$ cat src/rtl/ex_muldiv_pkg.sv
// ex_muldiv shared types
// op encodings and FSM state encodings
package ex_muldiv_pkg;

  typedef enum logic [1:0] {
    OP_MULT  = 2'b00,
    OP_MULTU = 2'b01,
    OP_DIV   = 2'b10,
    OP_DIVU  = 2'b11
  } op_e;

  typedef enum logic [2:0] {
    S_IDLE = 3'd0,
    S_MUL  = 3'd1,
    S_DIV  = 3'd2,
    S_FIX  = 3'd3,
    S_DONE = 3'd4
  } state_e;

  localparam int CNT_W = 6;

endpackage

$ cat src/rtl/ex_muldiv_if.sv
// ex_muldiv EX-stage bundle
// operands/controls in, stall and HI/LO write out
interface ex_muldiv_if
  import ex_muldiv_pkg::*;
#(
  parameter int WIDTH = 32
);
  logic             flushE;
  logic             hold;
  logic             op_valid;
  op_e              op;
  logic [WIDTH-1:0] srcaE;
  logic [WIDTH-1:0] srcbE;
  logic             stall_req;
  logic             hilo_we;
  logic [WIDTH-1:0] hi_o;
  logic [WIDTH-1:0] lo_o;

  modport master (
    output flushE, hold, op_valid, op,
    output srcaE, srcbE,
    input  stall_req, hilo_we, hi_o, lo_o
  );

  modport slave (
    input  flushE, hold, op_valid, op,
    input  srcaE, srcbE,
    output stall_req, hilo_we, hi_o, lo_o
  );
endinterface

$ cat src/rtl/ex_muldiv_div_radix2.sv
// div_radix2: restoring radix-2 divider on magnitudes
// one quotient bit per cycle, WIDTH steps
module div_radix2
  import ex_muldiv_pkg::*;
#(
  parameter int WIDTH = 32
) (
  input  logic             clk,
  input  logic             rst,
  input  logic             start_i,
  input  logic             abort_i,
  input  logic             signed_i,
  input  logic [WIDTH-1:0] a_i,
  input  logic [WIDTH-1:0] b_i,
  output logic             busy_o,
  output logic             last_o,
  output logic [WIDTH-1:0] q_o,
  output logic [WIDTH-1:0] r_o
);

  logic [WIDTH-1:0] quo_q, quo_d;
  logic [WIDTH-1:0] rem_q, rem_d;
  logic [WIDTH-1:0] dvs_q;
  logic [CNT_W-1:0] cnt_q;
  logic             busy_q;

  logic [WIDTH-1:0] a_mag, b_mag;
  logic [WIDTH:0]   shf, trial;

  // operand magnitudes and one shift-subtract step
  always_comb begin
    a_mag = (signed_i & a_i[WIDTH-1]) ? -a_i : a_i;
    b_mag = (signed_i & b_i[WIDTH-1]) ? -b_i : b_i;
    shf   = {rem_q, quo_q[WIDTH-1]};
    trial = shf - {1'b0, dvs_q};
    rem_d = trial[WIDTH] ? shf[WIDTH-1:0] : trial[WIDTH-1:0];
    quo_d = {quo_q[WIDTH-2:0], ~trial[WIDTH]};
  end

  assign busy_o = busy_q;
  assign last_o = busy_q & (cnt_q == CNT_W'(WIDTH - 1));
  assign q_o    = quo_q;
  assign r_o    = rem_q;

  // iteration state; abort drops the run, data is don't-care
  always_ff @(posedge clk) begin
    if (rst) begin
      quo_q  <= '0;
      rem_q  <= '0;
      dvs_q  <= '0;
      cnt_q  <= '0;
      busy_q <= 1'b0;
    end else if (abort_i) begin
      cnt_q  <= '0;
      busy_q <= 1'b0;
    end else if (start_i) begin
      quo_q  <= a_mag;
      rem_q  <= '0;
      dvs_q  <= b_mag;
      cnt_q  <= '0;
      busy_q <= 1'b1;
    end else if (busy_q) begin
      quo_q <= quo_d;
      rem_q <= rem_d;
      if (last_o) begin
        cnt_q  <= '0;
        busy_q <= 1'b0;
      end else begin
        cnt_q <= cnt_q + 1'b1;
      end
    end
  end

endmodule

$ cat src/rtl/ex_muldiv.sv
// ex_muldiv: EX-stage MULT/MULTU/DIV/DIVU unit
// FSM, multiplier, sign fix-up and stall handshake
module ex_muldiv
  import ex_muldiv_pkg::*;
#(
  parameter int WIDTH = 32
) (
  input logic        clk,
  input logic        rst,
  ex_muldiv_if.slave bus
);

  state_e           state_q;
  op_e              op_q;
  logic [WIDTH-1:0] a_q, b_q;
  logic [WIDTH-1:0] hi_q, lo_q;

  logic             div_start, div_abort;
  logic             div_busy, div_last;
  logic [WIDTH-1:0] div_q, div_r;

  logic [2*WIDTH-1:0] ma, mb, prod;
  logic               neg_q, neg_r, dz;
  logic [WIDTH-1:0]   quo_fix, rem_fix;

  assign div_start = (state_q == S_IDLE) & bus.op_valid
                   & ~bus.flushE & bus.op[1]
                   & (bus.srcbE != '0);
  assign div_abort = bus.flushE;

  div_radix2 #(.WIDTH(WIDTH)) u_div (
    .clk      (clk),
    .rst      (rst),
    .start_i  (div_start),
    .abort_i  (div_abort),
    .signed_i (bus.op == OP_DIV),
    .a_i      (bus.srcaE),
    .b_i      (bus.srcbE),
    .busy_o   (div_busy),
    .last_o   (div_last),
    .q_o      (div_q),
    .r_o      (div_r)
  );

  // full-width product and divide sign correction
  always_comb begin
    ma = (op_q == OP_MULT) ? {{WIDTH{a_q[WIDTH-1]}}, a_q}
                           : {{WIDTH{1'b0}}, a_q};
    mb = (op_q == OP_MULT) ? {{WIDTH{b_q[WIDTH-1]}}, b_q}
                           : {{WIDTH{1'b0}}, b_q};
    prod  = ma * mb;
    dz    = (b_q == '0);
    neg_q = (op_q == OP_DIV) & (a_q[WIDTH-1] ^ b_q[WIDTH-1]);
    neg_r = (op_q == OP_DIV) & a_q[WIDTH-1];
    quo_fix = neg_q ? -div_q : div_q;
    rem_fix = neg_r ? -div_r : div_r;
    if (dz) begin
      quo_fix = '1;
      rem_fix = a_q;
    end
  end

  assign bus.stall_req = bus.op_valid & (state_q != S_DONE)
                       & ~bus.flushE;
  assign bus.hilo_we   = (state_q == S_DONE) & ~bus.flushE
                       & ~bus.hold;
  assign bus.hi_o      = hi_q;
  assign bus.lo_o      = lo_q;

  // control FSM with registered HI/LO results
  always_ff @(posedge clk) begin
    if (rst) begin
      state_q <= S_IDLE;
      op_q    <= OP_MULT;
      a_q     <= '0;
      b_q     <= '0;
      hi_q    <= '0;
      lo_q    <= '0;
    end else if (bus.flushE) begin
      state_q <= S_IDLE;
    end else begin
      unique case (state_q)
        S_IDLE: begin
          if (bus.op_valid) begin
            op_q <= bus.op;
            a_q  <= bus.srcaE;
            b_q  <= bus.srcbE;
            if (!bus.op[1])             state_q <= S_MUL;
            else if (bus.srcbE == '0)   state_q <= S_FIX;
            else                        state_q <= S_DIV;
          end
        end
        S_MUL: begin
          {hi_q, lo_q} <= prod;
          state_q      <= S_DONE;
        end
        S_DIV: begin
          if (div_last) state_q <= S_FIX;
        end
        S_FIX: begin
          hi_q    <= rem_fix;
          lo_q    <= quo_fix;
          state_q <= S_DONE;
        end
        S_DONE: begin
          if (!bus.hold) state_q <= S_IDLE;
        end
        default: state_q <= S_IDLE;
      endcase
    end
  end

endmodule

$ cat src/flat_wrapper.sv
// flat-port wrapper written by rule: the top's interface ports become plain ports
module ex_muldiv_flat import ex_muldiv_pkg::*;
#(
  parameter int WIDTH = 32
)
  (clk, rst, bus_flushE, bus_hold, bus_op_valid, bus_op, bus_srcaE, bus_srcbE, bus_stall_req, bus_hilo_we, bus_hi_o, bus_lo_o);
  ex_muldiv_if #(.WIDTH(WIDTH)) bus_i ();
  input logic clk;
  input logic rst;
  input wire logic [$bits(bus_i.flushE)-1:0] bus_flushE;
  input wire logic [$bits(bus_i.hold)-1:0] bus_hold;
  input wire logic [$bits(bus_i.op_valid)-1:0] bus_op_valid;
  input wire logic [$bits(bus_i.op)-1:0] bus_op;
  input wire logic [$bits(bus_i.srcaE)-1:0] bus_srcaE;
  input wire logic [$bits(bus_i.srcbE)-1:0] bus_srcbE;
  output wire logic [$bits(bus_i.stall_req)-1:0] bus_stall_req;
  output wire logic [$bits(bus_i.hilo_we)-1:0] bus_hilo_we;
  output wire logic [$bits(bus_i.hi_o)-1:0] bus_hi_o;
  output wire logic [$bits(bus_i.lo_o)-1:0] bus_lo_o;
  assign bus_i.flushE = bus_flushE;
  assign bus_i.hold = bus_hold;
  assign bus_i.op_valid = bus_op_valid;
  assign bus_i.op = bus_op;
  assign bus_i.srcaE = bus_srcaE;
  assign bus_i.srcbE = bus_srcbE;
  assign bus_stall_req = bus_i.stall_req;
  assign bus_hilo_we = bus_i.hilo_we;
  assign bus_hi_o = bus_i.hi_o;
  assign bus_lo_o = bus_i.lo_o;
  ex_muldiv #(.WIDTH(WIDTH)) u_core (.clk(clk), .rst(rst), .bus(bus_i));
endmodule
$ cat config.mk
export PLATFORM = sky130hd
export DESIGN_NAME = ex_muldiv_flat
export DESIGN_NICKNAME = d
export VERILOG_FILES = /design/src/rtl/ex_muldiv_pkg.sv /design/src/rtl/ex_muldiv_if.sv /design/src/rtl/ex_muldiv_div_radix2.sv /design/src/rtl/ex_muldiv.sv /design/src/flat_wrapper.sv
export SDC_FILE = /design/constraint.sdc
export NUM_CORES = 2
export LEC_CHECK = 0
export CAP_MARGIN = 20
export CORE_MARGIN = 2
export CORE_UTILIZATION = 61
export DETAILED_ROUTE_END_ITERATION = 7
export GPL_TIMING_DRIVEN = 0
export PLACE_DENSITY = 0.76
export SLEW_MARGIN = 10
export SYNTH_ARGS = -nofsm -noshare
export SYNTH_HDL_FRONTEND = slang
export SYNTH_SLANG_ARGS = --single-unit
$ cat constraint.sdc
create_clock -name clk -period 10.9 [get_ports clk]
set_clock_uncertainty 0.05 [all_clocks]
set_input_delay 2.725 -clock clk [delete_from_list [all_inputs] [get_ports clk]]
set_output_delay 2.725 -clock clk [all_outputs]
set_load 0.1 [all_outputs]
; Yosys cells after proc, flatten, opt, wreduce, memory -nomap -nowiden
; Index checks and enable logic that the tools add are counted.
; W data, S select, Z words.
[classes]
add_sub_neg = 6
multipliers = 1
div_mod_pow = 0
n_lt_le_gt_ge = 0
eq_ne = 11
n_shift = 0
mux = 25
n_bitwise = 17
n_reduce_logical = 15
[ops]
columns = op, count
row1 = $mux W32, 11
row2 = $mux W64, 2
row3 = $neg A32 Y32, 4
row4 = $pmux W32 S2, 2
row5 = $logic_not A32 Y1, 2
row6 = $mul A64 B64 Y64, 1
row7 = $sub A33 B32 Y33, 1
row8 = $reduce_bool A32 Y1, 1
row9 = $and A1 B1 Y1, 13
row10 = $mux W3, 4
row11 = $pmux W3 S4, 1
row12 = $add A6 B1 Y6 const B, 1
row13 = $eq A3 B2 Y1 const B, 2
row14 = $eq A6 B5 Y1 const B, 1
row15 = $mux W6, 1
row16 = $reduce_and A2 Y1, 3
row17 = $reduce_and A3 Y1, 2
row18 = $eq A2 B2 Y1 const B, 2
row19 = $mux W1, 4
row20 = $ne A2 B2 Y1 const B, 2
row21 = $reduce_bool A2 Y1, 2
row22 = $reduce_or A2 Y1, 2
row23 = $eq A3 B1 Y1 const B, 1
row24 = $eq A3 B3 Y1 const B, 1
row25 = 7 further kinds, 9
[word_totals]
ff_bits = 236
latch_bits = 0
mem_bits_rw = 0
mem_bits_ro = 0
input_bits = 71
output_inout_bits = 66
elab_cells = 86
n_memories = 0

; Depth between registers and ports, before layout
[logic_depth]
ltp_word = 7
ltp_mapped = 37
ltp_nobuf = 35

; Hierarchy
; From an unflattened synthesis, not the netlist that was laid out.
[hier_totals]
hier_cells = 6976
area_unflattened_um2 = 61761.7
[modules_own_cells]
columns = module, instances, cells_per_inst, area_each_um2, seq_area_each_um2
row1 = ex_muldiv, 1, 6052, 54672.4, 2662.6
row2 = div_radix2, 1, 924, 7089.3, 2062.0

; Worst setup path after synthesis
; OpenSTA, ideal clock, no wires.
[synth_path]
kind = reg2reg
from = reg u_core.op_q[0]
to = reg u_core.hi_q[29] (netlist: u_core.bus.hi_o[29])
setup_time_ps = 132
t_arrival_ps = 9083
t_required_ps = 10718
slack_ps = 1635
path_stages_with_launch = 31
path_buffers = 3
synth_period_minus_slack_ps = 9265
cell_sequence = dfxtp_1 nor2_1 and2_1 clkbuf_1 clkbuf_1 nand2_1 fa_1 inv_1 fa_1 fa_1 inv_1 fa_1 inv_1 fa_1 fa_1 fa_1 fa_1 fa_1 inv_1 fa_1 inv_1 ha_1 clkbuf_1 a21o_1 o21bai_1 nor3_1 a21oi_1 a311oi_1 o211ai_1 a31oi_1 nor3_1
[synth_between]
elab_chain_cells = 5
elab_cells_between_ends = 9
classes_between = mul: 1 / eq/ne: 1 / mux: 5 / bitwise: 1 / reduce/logical: 1
[synth_rtl]
columns = element, line
row1 = "start, declared", ex_muldiv.sv:14  ; op_e op_q;
row2 = "start signal, assigned", ex_muldiv.sv:85  ; op_q <= bus.op;
row3 = "parallel branches: the longest is 4 deep, another holds $mul A64 B64 Y64", -
row4 = $pmux W32 S2 *, ex_muldiv.sv:82  ; unique case (state_q)
row5 = "end signal, assigned", ex_muldiv.sv:94  ; {hi_q, lo_q} <= prod;
row6 = "end signal, assigned", ex_muldiv.sv:101  ; hi_q <= rem_fix;
row7 = "end, declared", ex_muldiv.sv:16  ; logic [WIDTH-1:0] hi_q, lo_q;
; Mark *: on every way between the ends.
; A chain may end at the register's enable or synchronous reset.

; Worst setup path after layout
[layout_path]
from = reg u_core.b_q[15]
to = reg u_core.hi_q[29] (netlist: u_core.bus.hi_o[29])
[layout_between]
elab_chain_cells = 3
elab_cells_between_ends = 5
classes_between = mul: 1 / mux: 3 / reduce/logical: 1
[layout_rtl]
columns = element, line
row1 = "start, declared", ex_muldiv.sv:15  ; logic [WIDTH-1:0] a_q, b_q;
row2 = "start signal, assigned", ex_muldiv.sv:87  ; b_q <= bus.srcbE;
row3 = $mux W64 / $logic_not A32 Y1 (equally long branches), "ex_muldiv.sv:49, ex_muldiv.sv:52"
row4 = $mul A64 B64 Y64 / $mux W32 (equally long branches), "ex_muldiv.sv:51, ex_muldiv.sv:57"
row5 = $pmux W32 S2 *, ex_muldiv.sv:82
; Every way passes the cells marked *; elsewhere a longest branch is shown, timed or not.

==> results.toml <==
[sta]
rsz0062_at_grt = "false"
setup_violations = 1
fin_crit_ns = 10.91
fin_crit_sh_pct = 100
max_freq_mhz = 91.6
final_hold_viol_count = 0
slew_headroom_pct = 12.7
worst_slew_pin_slew_ns = 1.31
drv_slew = 0
whs_ns = 0.412
setup_ws_ns = -0.0123

[logic_synthesis]
avgSynthCellArea_sq_um = 8.83
synth_nets = 8832
synth_cell_types = 88
yosys_most_used_dff = "dfxtp_1"
yosys-top-cells-count = "inv_1, fa_1, nand2_1, and2_1, clkbuf_1"
ys_ff_latch = 236
synth_edf_count = 0
yosysMostFrequentCell = "inv_1"
synth_top_area_share_pct = 46.2
async_flop_share_pct = 0
netlist_instances = 6995
ys_warn_count = 0
yosys.area.top_type = "fa_1"
synth_area_sq_mm = 0.0617
synth_area_leaders = "fa_1, inv_1, dfxtp_1"
ys_seq_area_share_pct = 7.65

[routing]
vias = 51743
drt_first_pass_iters = 8
ant_nets = 0
drc = 0
wl_per_cell_um = 29.4
first_iter_violations = 5956
vias_per_cell = 6.08
postRouteWirelength_um = 250000

[clock_tree]
cts_buffer_depth = 3
path_clk_slew_ns = 0.08
ctsHoldBuffers = 0
clock-sinks = 236
cts.htree.levels = 1
cts_buffers = 21
clk-insertion-delay-late_ns = 0.55
ctsRootBufferMaster = "clkbuf_16"
tritoncts = "built"

[power]
p_per_area_mw_per_mm2 = 55.6
peakVddDrop_mv = 0.144
p_leak_uw = 0.0326

[critical_path]
r2r_cells = 30
crit_type = "register to register"
end_kind = "register"
slowest_stage = "dfxtp_1"
path_common_cell = "fa_1"
cp.required_ns = 11.23
slowest_delay_ns = 0.86
r2r-start = "u_core.b_q[15]$_SDFFE_PP0P_"
worstReg2RegEnd = "u_core.bus.hi_o[29]$_SDFFE_PP0P_"
r2r_slack_ns = -0.01
startpoint_type = "register"
path_max_fanout = 10
critPathArrivalTime_ns = 11.24

[die]
start_util_pct = 61.7
die_area_sq_mm = 0.104
core_sq_mm = 0.100
die_h_um = 322
ioPinCount = 137
placementRows = 116
die_w_um = 322

[global_route]
grt_pass1_wl_um = 363000
grt_overflow = 0
grt_pass1_vias = 53378
antenna_found_initial = 19
grt_max_degree = 24
track_usage_pct = 49.6

[place]
globalplace.congestion = 1.12
dp_hpwl_um = 210000
port_buffers = 134

[final_layout]
drive_gt1_share_pct = 2.80
synthToLayoutAreaGrowth_pct = 6.76
fin_util_pct = 65.8
nets = 9005

[status]
status = "finished with violations"
violations = "negative setup slack"

[min_path]
hold_end = "u_core.bus.lo_o[8]$_SDFFE_PP0P_"
hold_path.startpoint = "u_core.bus.lo_o[8]$_SDFFE_PP0P_"
hold_path_class = "register to register"
holdPathStages = 2

[job]
max_cap_viol_count = 0
[cells in the final DEF, fill, tap and decap left out, types with 134 or more instances in the layout]
cell             Yosys  routed
inv_1             1589    1588
fa_1              1424    1423
nand2_1            911     910
and2_1             520     519
ha_1               342     342
a21oi_1            310     310
clkbuf_1           355     284
nor2_1             260     259
dfxtp_1            236     228
xnor2_1            158     157
clkdlybuf4s50_1      0     134
[metal layers]
metal  share of wire (%)  global-route usage, %
met1                  35                   60.7
met2                  41                   70.4
met3                  16                   23.7
met4                 8.3                   31.7
met5                0.11                      0
[state kept, by name (all words and copies together), names as in the netlist]
register	count
u_core.a_q	32
u_core.bus.lo_o	32
u_core.u_div.cnt_q	6
u_core.u_div.q_o	32
u_core.op_q	2
u_core.u_div.busy_o	1
u_core.bus.hi_o	32
u_core.u_div.dvs_q	32
u_core.state_q	3
u_core.u_div.r_o	32
u_core.b_q	32
[critical path: cells and delay by family, from the launching register on]
kind	cells	cell delay, ns
flops	1	0.86
fa+ha+maj	11	5.42
simple gates	6	0.91
buf+inv	8	1.56
compound gates	5	1.92
[worst max-delay path by stage]
stage	startpoint	end	slack (ns)
after detailed placement	u_core.op_q[1]$_SDFFE_PP0P_	u_core.bus.hi_o[31]$_SDFFE_PP0P_	-1.18
after global placement	u_core.op_q[0]$_SDFFE_PP0P_	u_core.bus.hi_o[31]$_SDFFE_PP0P_	-0.96
after CTS	u_core.a_q[6]$_SDFFE_PP0P_	u_core.bus.hi_o[29]$_SDFFE_PP0P_	0.02
after floorplan	u_core.op_q[0]$_SDFFE_PP0P_	u_core.bus.hi_o[29]$_SDFFE_PP0P_	1.63
after global routing	u_core.a_q[29]$_SDFFE_PP0P_	u_core.bus.hi_o[29]$_SDFFE_PP0P_	0.006
final	u_core.b_q[15]$_SDFFE_PP0P_	u_core.bus.hi_o[29]$_SDFFE_PP0P_	-0.01
[final cells by class]
type	count	area (sq um)
clock buffer	26	574
antenna	26	65.1
timing repair buffer	162	1720
sequential	236	4730
clock inverter	12	90.1
buffer	376	1570
inverter	1589	5970
fill	8604	34200
multi-input combinational	4782	49600
tap	1298	1620
[logic make-up (layout without fill, tap and decap cells)]
kind of cell,Yosys count,after routing,synth area share [%]
other,0,26,0
AO/OA/AOI/OAI,770,770,7.89
XOR/XNOR,259,259,3.67
AND/OR/NAND/NOR,1954,1954,15.0
buffers and inverters,1977,2165,12.1
flip-flops,236,236,7.65
multiplexers,29,29,0.482
adder cells (fa/ha/maj),1770,1770,53.2
[through the flow]
stage | area, sq um | power (uW) | std cells | worst slack, ns | setup TNS [ns]
5_1_grt | 65900 | 3820 | 8482 | 0.00595 | 0
3_5_place_dp | 65000 | 2800 | 8445 | -1.18 | -15.04
6_report | 65900 | 3660 | 8507 | -0.0123 | -0.0123
3_3_place_gp | 64700 | 2780 | 8427 | -0.961 | -12.04
2_1_floorplan | 61700 | 2090 | 6995 | 1.63 | 0
4_1_cts | 65700 | 3570 | 8478 | 0.0241 | 0
[power breakdown]
part           leakage [uW]  switching (uW)  internal, uW
Combinational        0.0304            1310           639
Clock              0.000323             376           383
Sequential          0.00192            62.9           892
Total                0.0326            1750          1910
[what timing repair did]
action                                  CTS  global route
endpoints found under the setup margin   22            18
setup buffers                             0             1
endpoints found under the hold margin     0             0
resized for setup                        17           145
pin swaps                                 0             1
Power figures use the tool's default switching activity.
